### src/rtl/cfg_stream_sequencer_pkg.sv
// Shared layer geometry, word width and sequencer types.
// No logic of its own; combinational helpers only.
// Not applicable (no handshake).
package cfg_stream_sequencer_pkg;

    // Default network geometry, shared with the neuron array
    localparam int DEF_DATA_WIDTH = 16;
    localparam int DEF_NUM_LAYERS = 4;
    localparam int DEF_L1_NEURONS = 30;
    localparam int DEF_L1_WEIGHTS = 784;
    localparam int DEF_L2_NEURONS = 30;
    localparam int DEF_L2_WEIGHTS = 30;
    localparam int DEF_L3_NEURONS = 10;
    localparam int DEF_L3_WEIGHTS = 30;
    localparam int DEF_L4_NEURONS = 10;
    localparam int DEF_L4_WEIGHTS = 10;
    // Layers 5..7 only matter when numLayers is raised above 4
    localparam int DEF_LX_NEURONS = 1;
    localparam int DEF_LX_WEIGHTS = 1;

    localparam int NEURON_CNT_W = 6;   // holds a neuron count up to 32
    localparam int WEIGHT_CNT_W = 10;  // holds a weight count up to 1023

    typedef enum logic [1:0] {
        ST_IDLE   = 2'd0,
        ST_LOAD_W = 2'd1,
        ST_LOAD_B = 2'd2
    } seq_state_t;

    typedef struct packed {
        logic [NEURON_CNT_W-1:0] neurons;
        logic [WEIGHT_CNT_W-1:0] weights;
    } layer_dims_t;

    function automatic layer_dims_t make_dims(input int n, input int w);
        layer_dims_t d;
        d.neurons = NEURON_CNT_W'(n);
        d.weights = WEIGHT_CNT_W'(w);
        return d;
    endfunction

endpackage

### src/rtl/cfg_stream_sequencer_layer_dims_lut.sv
// Layer number -> (neuron count, weights per neuron) lookup.
// Purely combinational, zero latency.
// No flow control; unused layer numbers return 1x1.
module layer_dims_lut
    import cfg_stream_sequencer_pkg::*;
#(
    parameter int L1_NEURONS = DEF_L1_NEURONS,
    parameter int L1_WEIGHTS = DEF_L1_WEIGHTS,
    parameter int L2_NEURONS = DEF_L2_NEURONS,
    parameter int L2_WEIGHTS = DEF_L2_WEIGHTS,
    parameter int L3_NEURONS = DEF_L3_NEURONS,
    parameter int L3_WEIGHTS = DEF_L3_WEIGHTS,
    parameter int L4_NEURONS = DEF_L4_NEURONS,
    parameter int L4_WEIGHTS = DEF_L4_WEIGHTS,
    parameter int L5_NEURONS = DEF_LX_NEURONS,
    parameter int L5_WEIGHTS = DEF_LX_WEIGHTS,
    parameter int L6_NEURONS = DEF_LX_NEURONS,
    parameter int L6_WEIGHTS = DEF_LX_WEIGHTS,
    parameter int L7_NEURONS = DEF_LX_NEURONS,
    parameter int L7_WEIGHTS = DEF_LX_WEIGHTS
) (
    input  logic [2:0]  layer,
    output layer_dims_t dims
);

    // Select the geometry of the addressed layer
    always_comb begin
        dims = make_dims(1, 1);
        case (layer)
            3'd1:    dims = make_dims(L1_NEURONS, L1_WEIGHTS);
            3'd2:    dims = make_dims(L2_NEURONS, L2_WEIGHTS);
            3'd3:    dims = make_dims(L3_NEURONS, L3_WEIGHTS);
            3'd4:    dims = make_dims(L4_NEURONS, L4_WEIGHTS);
            3'd5:    dims = make_dims(L5_NEURONS, L5_WEIGHTS);
            3'd6:    dims = make_dims(L6_NEURONS, L6_WEIGHTS);
            3'd7:    dims = make_dims(L7_NEURONS, L7_WEIGHTS);
            default: dims = make_dims(1, 1);
        endcase
    end

endmodule

### src/rtl/cfg_stream_sequencer.sv
// Turns a flat weight/bias word stream into per-neuron config write strobes.
// Latency 1 cycle from input handshake to registered output word.
// Input stalls freely via cfg_in_valid; no downstream backpressure exists.
module cfg_stream_sequencer
    import cfg_stream_sequencer_pkg::*;
#(
    parameter int dataWidth  = DEF_DATA_WIDTH,
    parameter int numLayers  = DEF_NUM_LAYERS,
    parameter int L1_NEURONS = DEF_L1_NEURONS,
    parameter int L1_WEIGHTS = DEF_L1_WEIGHTS,
    parameter int L2_NEURONS = DEF_L2_NEURONS,
    parameter int L2_WEIGHTS = DEF_L2_WEIGHTS,
    parameter int L3_NEURONS = DEF_L3_NEURONS,
    parameter int L3_WEIGHTS = DEF_L3_WEIGHTS,
    parameter int L4_NEURONS = DEF_L4_NEURONS,
    parameter int L4_WEIGHTS = DEF_L4_WEIGHTS
) (
    input  logic                 s_axi_aclk,
    input  logic                 s_axi_aresetn,
    input  logic                 start,
    input  logic                 abort,
    input  logic [dataWidth-1:0] cfg_in_data,
    input  logic                 cfg_in_valid,
    output logic                 cfg_in_ready,
    output logic [2:0]           cfg_layer,
    output logic [4:0]           cfg_neuron,
    output logic [dataWidth-1:0] cfg_data,
    output logic                 cfg_weight_valid,
    output logic                 cfg_bias_valid,
    output logic                 busy,
    output logic                 done
);

    seq_state_t              state_q, state_d;
    logic [2:0]              layer_q, layer_d;
    logic [4:0]              neuron_q, neuron_d;
    logic [WEIGHT_CNT_W-1:0] widx_q, widx_d;

    logic [2:0]              out_layer_q, out_layer_d;
    logic [4:0]              out_neuron_q, out_neuron_d;
    logic [dataWidth-1:0]    out_data_q, out_data_d;
    logic                    wvld_q, wvld_d;
    logic                    bvld_q, bvld_d;
    logic                    done_q, done_d;

    layer_dims_t dims;
    logic        hs;
    logic        last_w;
    logic        last_n;
    logic        last_l;

    layer_dims_lut #(
        .L1_NEURONS (L1_NEURONS),
        .L1_WEIGHTS (L1_WEIGHTS),
        .L2_NEURONS (L2_NEURONS),
        .L2_WEIGHTS (L2_WEIGHTS),
        .L3_NEURONS (L3_NEURONS),
        .L3_WEIGHTS (L3_WEIGHTS),
        .L4_NEURONS (L4_NEURONS),
        .L4_WEIGHTS (L4_WEIGHTS)
    ) u_dims (
        .layer (layer_q),
        .dims  (dims)
    );

    // Ready masks abort so an aborting cycle never consumes a word
    assign cfg_in_ready = (state_q != ST_IDLE) && !abort;
    assign busy         = (state_q != ST_IDLE);
    assign hs           = cfg_in_valid && cfg_in_ready;

    assign last_w = (widx_q == dims.weights - WEIGHT_CNT_W'(1));
    assign last_n = ({1'b0, neuron_q} == dims.neurons - NEURON_CNT_W'(1));
    assign last_l = (layer_q >= 3'(numLayers));

    assign cfg_layer        = out_layer_q;
    assign cfg_neuron       = out_neuron_q;
    assign cfg_data         = out_data_q;
    assign cfg_weight_valid = wvld_q;
    assign cfg_bias_valid   = bvld_q;
    assign done             = done_q;

    // Next state, counter advance and output word capture
    always_comb begin
        state_d      = state_q;
        layer_d      = layer_q;
        neuron_d     = neuron_q;
        widx_d       = widx_q;
        out_layer_d  = out_layer_q;
        out_neuron_d = out_neuron_q;
        out_data_d   = out_data_q;
        wvld_d       = 1'b0;
        bvld_d       = 1'b0;
        done_d       = 1'b0;

        // Tag the accepted word with the position it was accepted at
        if (hs) begin
            out_layer_d  = layer_q;
            out_neuron_d = neuron_q;
            out_data_d   = cfg_in_data;
        end

        if (abort) begin
            state_d  = ST_IDLE;
            layer_d  = '0;
            neuron_d = '0;
            widx_d   = '0;
        end else begin
            case (state_q)
                ST_IDLE: begin
                    if (start) begin
                        state_d  = ST_LOAD_W;
                        layer_d  = 3'd1;
                        neuron_d = '0;
                        widx_d   = '0;
                    end
                end
                ST_LOAD_W: begin
                    if (hs) begin
                        wvld_d = 1'b1;
                        if (last_w) begin
                            state_d = ST_LOAD_B;
                        end else begin
                            widx_d = widx_q + WEIGHT_CNT_W'(1);
                        end
                    end
                end
                ST_LOAD_B: begin
                    if (hs) begin
                        bvld_d = 1'b1;
                        widx_d = '0;
                        if (!last_n) begin
                            neuron_d = neuron_q + 5'd1;
                            state_d  = ST_LOAD_W;
                        end else if (!last_l) begin
                            layer_d  = layer_q + 3'd1;
                            neuron_d = '0;
                            state_d  = ST_LOAD_W;
                        end else begin
                            state_d = ST_IDLE;
                            done_d  = 1'b1;
                        end
                    end
                end
                default: state_d = ST_IDLE;
            endcase
        end
    end

    // State, counters and output registers
    always_ff @(posedge s_axi_aclk or negedge s_axi_aresetn) begin
        if (!s_axi_aresetn) begin
            state_q      <= ST_IDLE;
            layer_q      <= '0;
            neuron_q     <= '0;
            widx_q       <= '0;
            out_layer_q  <= '0;
            out_neuron_q <= '0;
            out_data_q   <= '0;
            wvld_q       <= 1'b0;
            bvld_q       <= 1'b0;
            done_q       <= 1'b0;
        end else begin
            state_q      <= state_d;
            layer_q      <= layer_d;
            neuron_q     <= neuron_d;
            widx_q       <= widx_d;
            out_layer_q  <= out_layer_d;
            out_neuron_q <= out_neuron_d;
            out_data_q   <= out_data_d;
            wvld_q       <= wvld_d;
            bvld_q       <= bvld_d;
            done_q       <= done_d;
        end
    end

endmodule

### config.mk
export PLATFORM = sky130hd
export DESIGN_NAME = cfg_stream_sequencer
export DESIGN_NICKNAME = d
export VERILOG_FILES = /design/src/rtl/cfg_stream_sequencer_pkg.sv /design/src/rtl/cfg_stream_sequencer_layer_dims_lut.sv /design/src/rtl/cfg_stream_sequencer.sv
export SDC_FILE = /design/constraint.sdc
export NUM_CORES = 1
export LEC_CHECK = 0
export BUFFER_PORTS_ARGS = -buffer_cell sky130_fd_sc_hd__buf_2
export CAP_MARGIN = 20
export CORE_UTILIZATION = 59
export CTS_CLUSTER_DIAMETER = 60
export DETAILED_ROUTE_END_ITERATION = 16
export PLACE_DENSITY_LB_ADDON = 0.08
export SETUP_SLACK_MARGIN = 0.2
export SYNTH_ARGS = -nofsm -noshare
export SYNTH_HDL_FRONTEND = slang
export SYNTH_SLANG_ARGS = --single-unit
### constraint.sdc
create_clock -name s_axi_aclk -period 4.9 [get_ports s_axi_aclk]
set_clock_uncertainty 0.15 [all_clocks]
set_input_delay 0 -clock s_axi_aclk [delete_from_list [all_inputs] [get_ports s_axi_aclk]]
set_output_delay 0 -clock s_axi_aclk [all_outputs]
set_load 0.05 [all_outputs]
==> summary.md <==
| Metric | Value |
|---|---|
| Vias per inst | `5.75` |
| CP required | `4930 ps` |
| Arrival time worst endpoint | `4100 ps` |
| Hold crit path type | `in -> async` |
| DP Wirelength | `3.57 mm` |
| Final WL | `5.82 mm` |
| ANT cells | `0` |
| Most frequent cells in the layout | `buf_2 (49), dfrtp_1 (47), nor2_1 (29)` |
| CTS sink count | `47` |
| Via count | `2,070` |
| Status | `complete, but fails checks` |
| Asr flop ratio synth | `100%` |
| Nets@finish | `339` |
| Placed cell count | `329` |
| Cells after synthesis | `235` |
| Die area | `4500 µm²` |
| DR iter-0 viols | `99` |
| Synthesis-stage register bit count | `47` |
| Pin count of the biggest net entering global routing | `48` |
| Die X | `67.1 µm` |
| I/O pin count | `50` |
| CTS HTree Levels | `2` |
| GRT overflow | `0` |
| Worst-path clk slew | `90 ps` |
| P&R area growth vs syn | `26.0%` |
| Fin crit period | `4070 ps` |
| Filler Cell Count | `281` |
| Share of cells above drive strength 1 | `31.0%` |
| Total track usage | `28.0%` |
| Multi-input logic area | `1270 µm²` |
| CTS tree | `done` |
| Mapped cell area | `2500 µm²` |
| Syn nets | `265` |
| Most common cell after layout, fill and taps aside | `buf_2` |
| First-pass GRT wire length | `9.24 mm` |
| Final setup fails | `0` |
| Max Slew Vio Count | `0` |
| Setup TNS Final | `0 ps` |
| Skew-Pair Late Insertion Delay | `300 ps` |
| Post-CTS setup buffer count | `0` |
| Placed Area | `2790 µm²` |
| Detailed Routing Iterations Pass 1 | `4` |
| Minimum hold slack | `-23.3 ps` |
| WL/cell | `16.2 µm` |
| Final Cell Area | `3150 µm²` |
| Crit Path Class | `reg -> reg` |
| Antenna violations before repair | `0` |
| VDD IR max | `0.000279 V` |
| Critical path peak fanout | `10` |
| Mapped Avg Cell Area | `10.6 µm²` |
| Synth Flop Type | `dfrtp_1` |
| EDFF count, synth | `0` |
| CP Launch Type | `flop` |
| Placeable Area | `4030 µm²` |
| CTS resizes | `0` |
| R2R Setup Slk | `830 ps` |
| CP endpoint kind | `flop` |
| Post-route ant nets | `0` |
| Dpl ws | `1440 ps` |
| DRC Markers | `0` |
| RSZ-0062 raised after global routing | `false` |
| Die height | `67.1 µm` |
| Period utilization | `83.0%` |
| Pwr/cell area | `346 nW/µm²` |
| Site row count | `23` |
| GP Congestion | `0.801` |
| Initial Util | `62.0%` |
| Failing checks | `negative hold slack` |
| Fmax | `0.246 GHz` |
| Clk Tree Root Cell | `clkbuf_8` |
| PortBufs | `49` |
| Worst Tran Pin Value | `894 ps` |
| Distinct cells, synth | `46` |
| Leakage | `1.49 nW` |
| Reg area | `1180 µm²` |
| Vias in the first global route | `2,027` |
| Clock Path Buffers | `2` |
| Final Worst Setup Slack | `835 ps` |
| Post-synthesis sequential area ratio | `47.1%` |
| Non-filler cells, final | `360` |
| Fin. Hold Viols | `12` |
| Max cap viols | `0` |
| Synth Warn # | `0` |
| CTS buffer count | `5` |
| Slew headroom | `40.2%` |
==> stage by stage <==
step	hold WS, ps	power, mW	util (%)
2_1_floorplan	-446	0.700	-
3_3_place_gp	80.0	0.771	69.3
3_5_place_dp	79.0	0.777	69.3
4_1_cts	297	1.08	77.7
5_1_grt	17.9	1.13	78.2
6_report	-23.3	1.09	78.2
==> metal layers <==
layer | wire [µm] | global-route usage, % | up-vias
met4 | 68 | 8.78 | 0
met1 | 2360 | 33.1 | 1008
li1 | - | - | 984
met5 | 0 | 0 | -
met2 | 3070 | 50.1 | 69
met3 | 326 | 5.48 | 9
==> sequential cells by signal, indices dropped and copies added (netlist names) <==
signal,count
cfg_bias_valid,1
state_q,2
layer_q,3
done,1
cfg_weight_valid,1
cfg_data,16
neuron_q,5
widx_q,10
cfg_neuron,5
cfg_layer,3
==> area by class of cell <==
| cell class | count | share of cell area, % |
|---|---|---|
| inverters | 8 | 0.954 |
| well taps | 50 | 1.99 |
| multi-input cells | 174 | 40.3 |
| clock buffers | 6 | 2.62 |
| repair buffers | 73 | 15.7 |
| flip-flops and latches | 47 | 37.3 |
| clock inverters | 2 | 1.11 |
==> what timing repair did <==
action | CTS | global route
hold endpoints to repair | 68 | 0
setup endpoints to repair | 0 | 0
hold buffers | 22 | 0
==> kinds of logic (layout without fill, tap and decap cells) <==
| logic type | Yosys count | count (layout) | synth area share, % |
|---|---|---|---|
| compound gates | 46 | 46 | 14.6 |
| xor+xnor | 9 | 9 | 3.15 |
| fa+ha+maj | 9 | 9 | 4.51 |
| buf+inv | 14 | 89 | 2.30 |
| flops | 47 | 47 | 47.1 |
| mux | 28 | 28 | 12.5 |
| simple gates | 82 | 82 | 15.9 |
==> critical path, stage by stage, from the launching register on <==
cell,delay (ps)
dfrtp_1,510
inv_1,130
ha_1,260
or3_4,410
a21oi_4,210
inv_1,70
ha_1,190
xor2_1,150
or3_1,390
a2111oi_4,460
nand3_4,180
a21oi_1,190
a21oi_1,90
dlygate4sd3_1,570
==> path summary, 6_finish.rpt <==
path | from | to | cells after the start
max | layer_q[1] | state_q[0] | 13
min | s_axi_aresetn | widx_q[7] | 2
max reg2reg | layer_q[1] | state_q[0] | 13
min reg2reg | cfg_neuron[4] | cfg_neuron[4] | 1
max in group asynchronous | s_axi_aresetn | state_q[1] | 3
min in group s_axi_aclk | cfg_in_data[7] | cfg_data[7] | 3
==> synth_stat cells (all sizes together) (4+ instances only) <==
cell	n	share of area, %
nor2	29	4.4
xor2	6	2.1
mux2	25	11
a21oi	13	3.1
nand3	11	2.7
clkbuf	4	0.60
dfrtp	47	47
nand2	19	2.9
o21ai	8	1.6
inv	8	1.2
nor2b	4	1.0
o31ai	5	1.5
nor3	4	0.80
ha	9	4.5
==> report_power, final <==
| group | internal, mW | leakage (nW) | switching, mW |
|---|---|---|---|
| Sequential | 0.430 | 0.617 | 0.0270 |
| Combinational | 0.104 | 0.807 | 0.235 |
| Clock | 0.165 | 0.0612 | 0.129 |
Note: power is estimated with default switching activity, not from simulation.
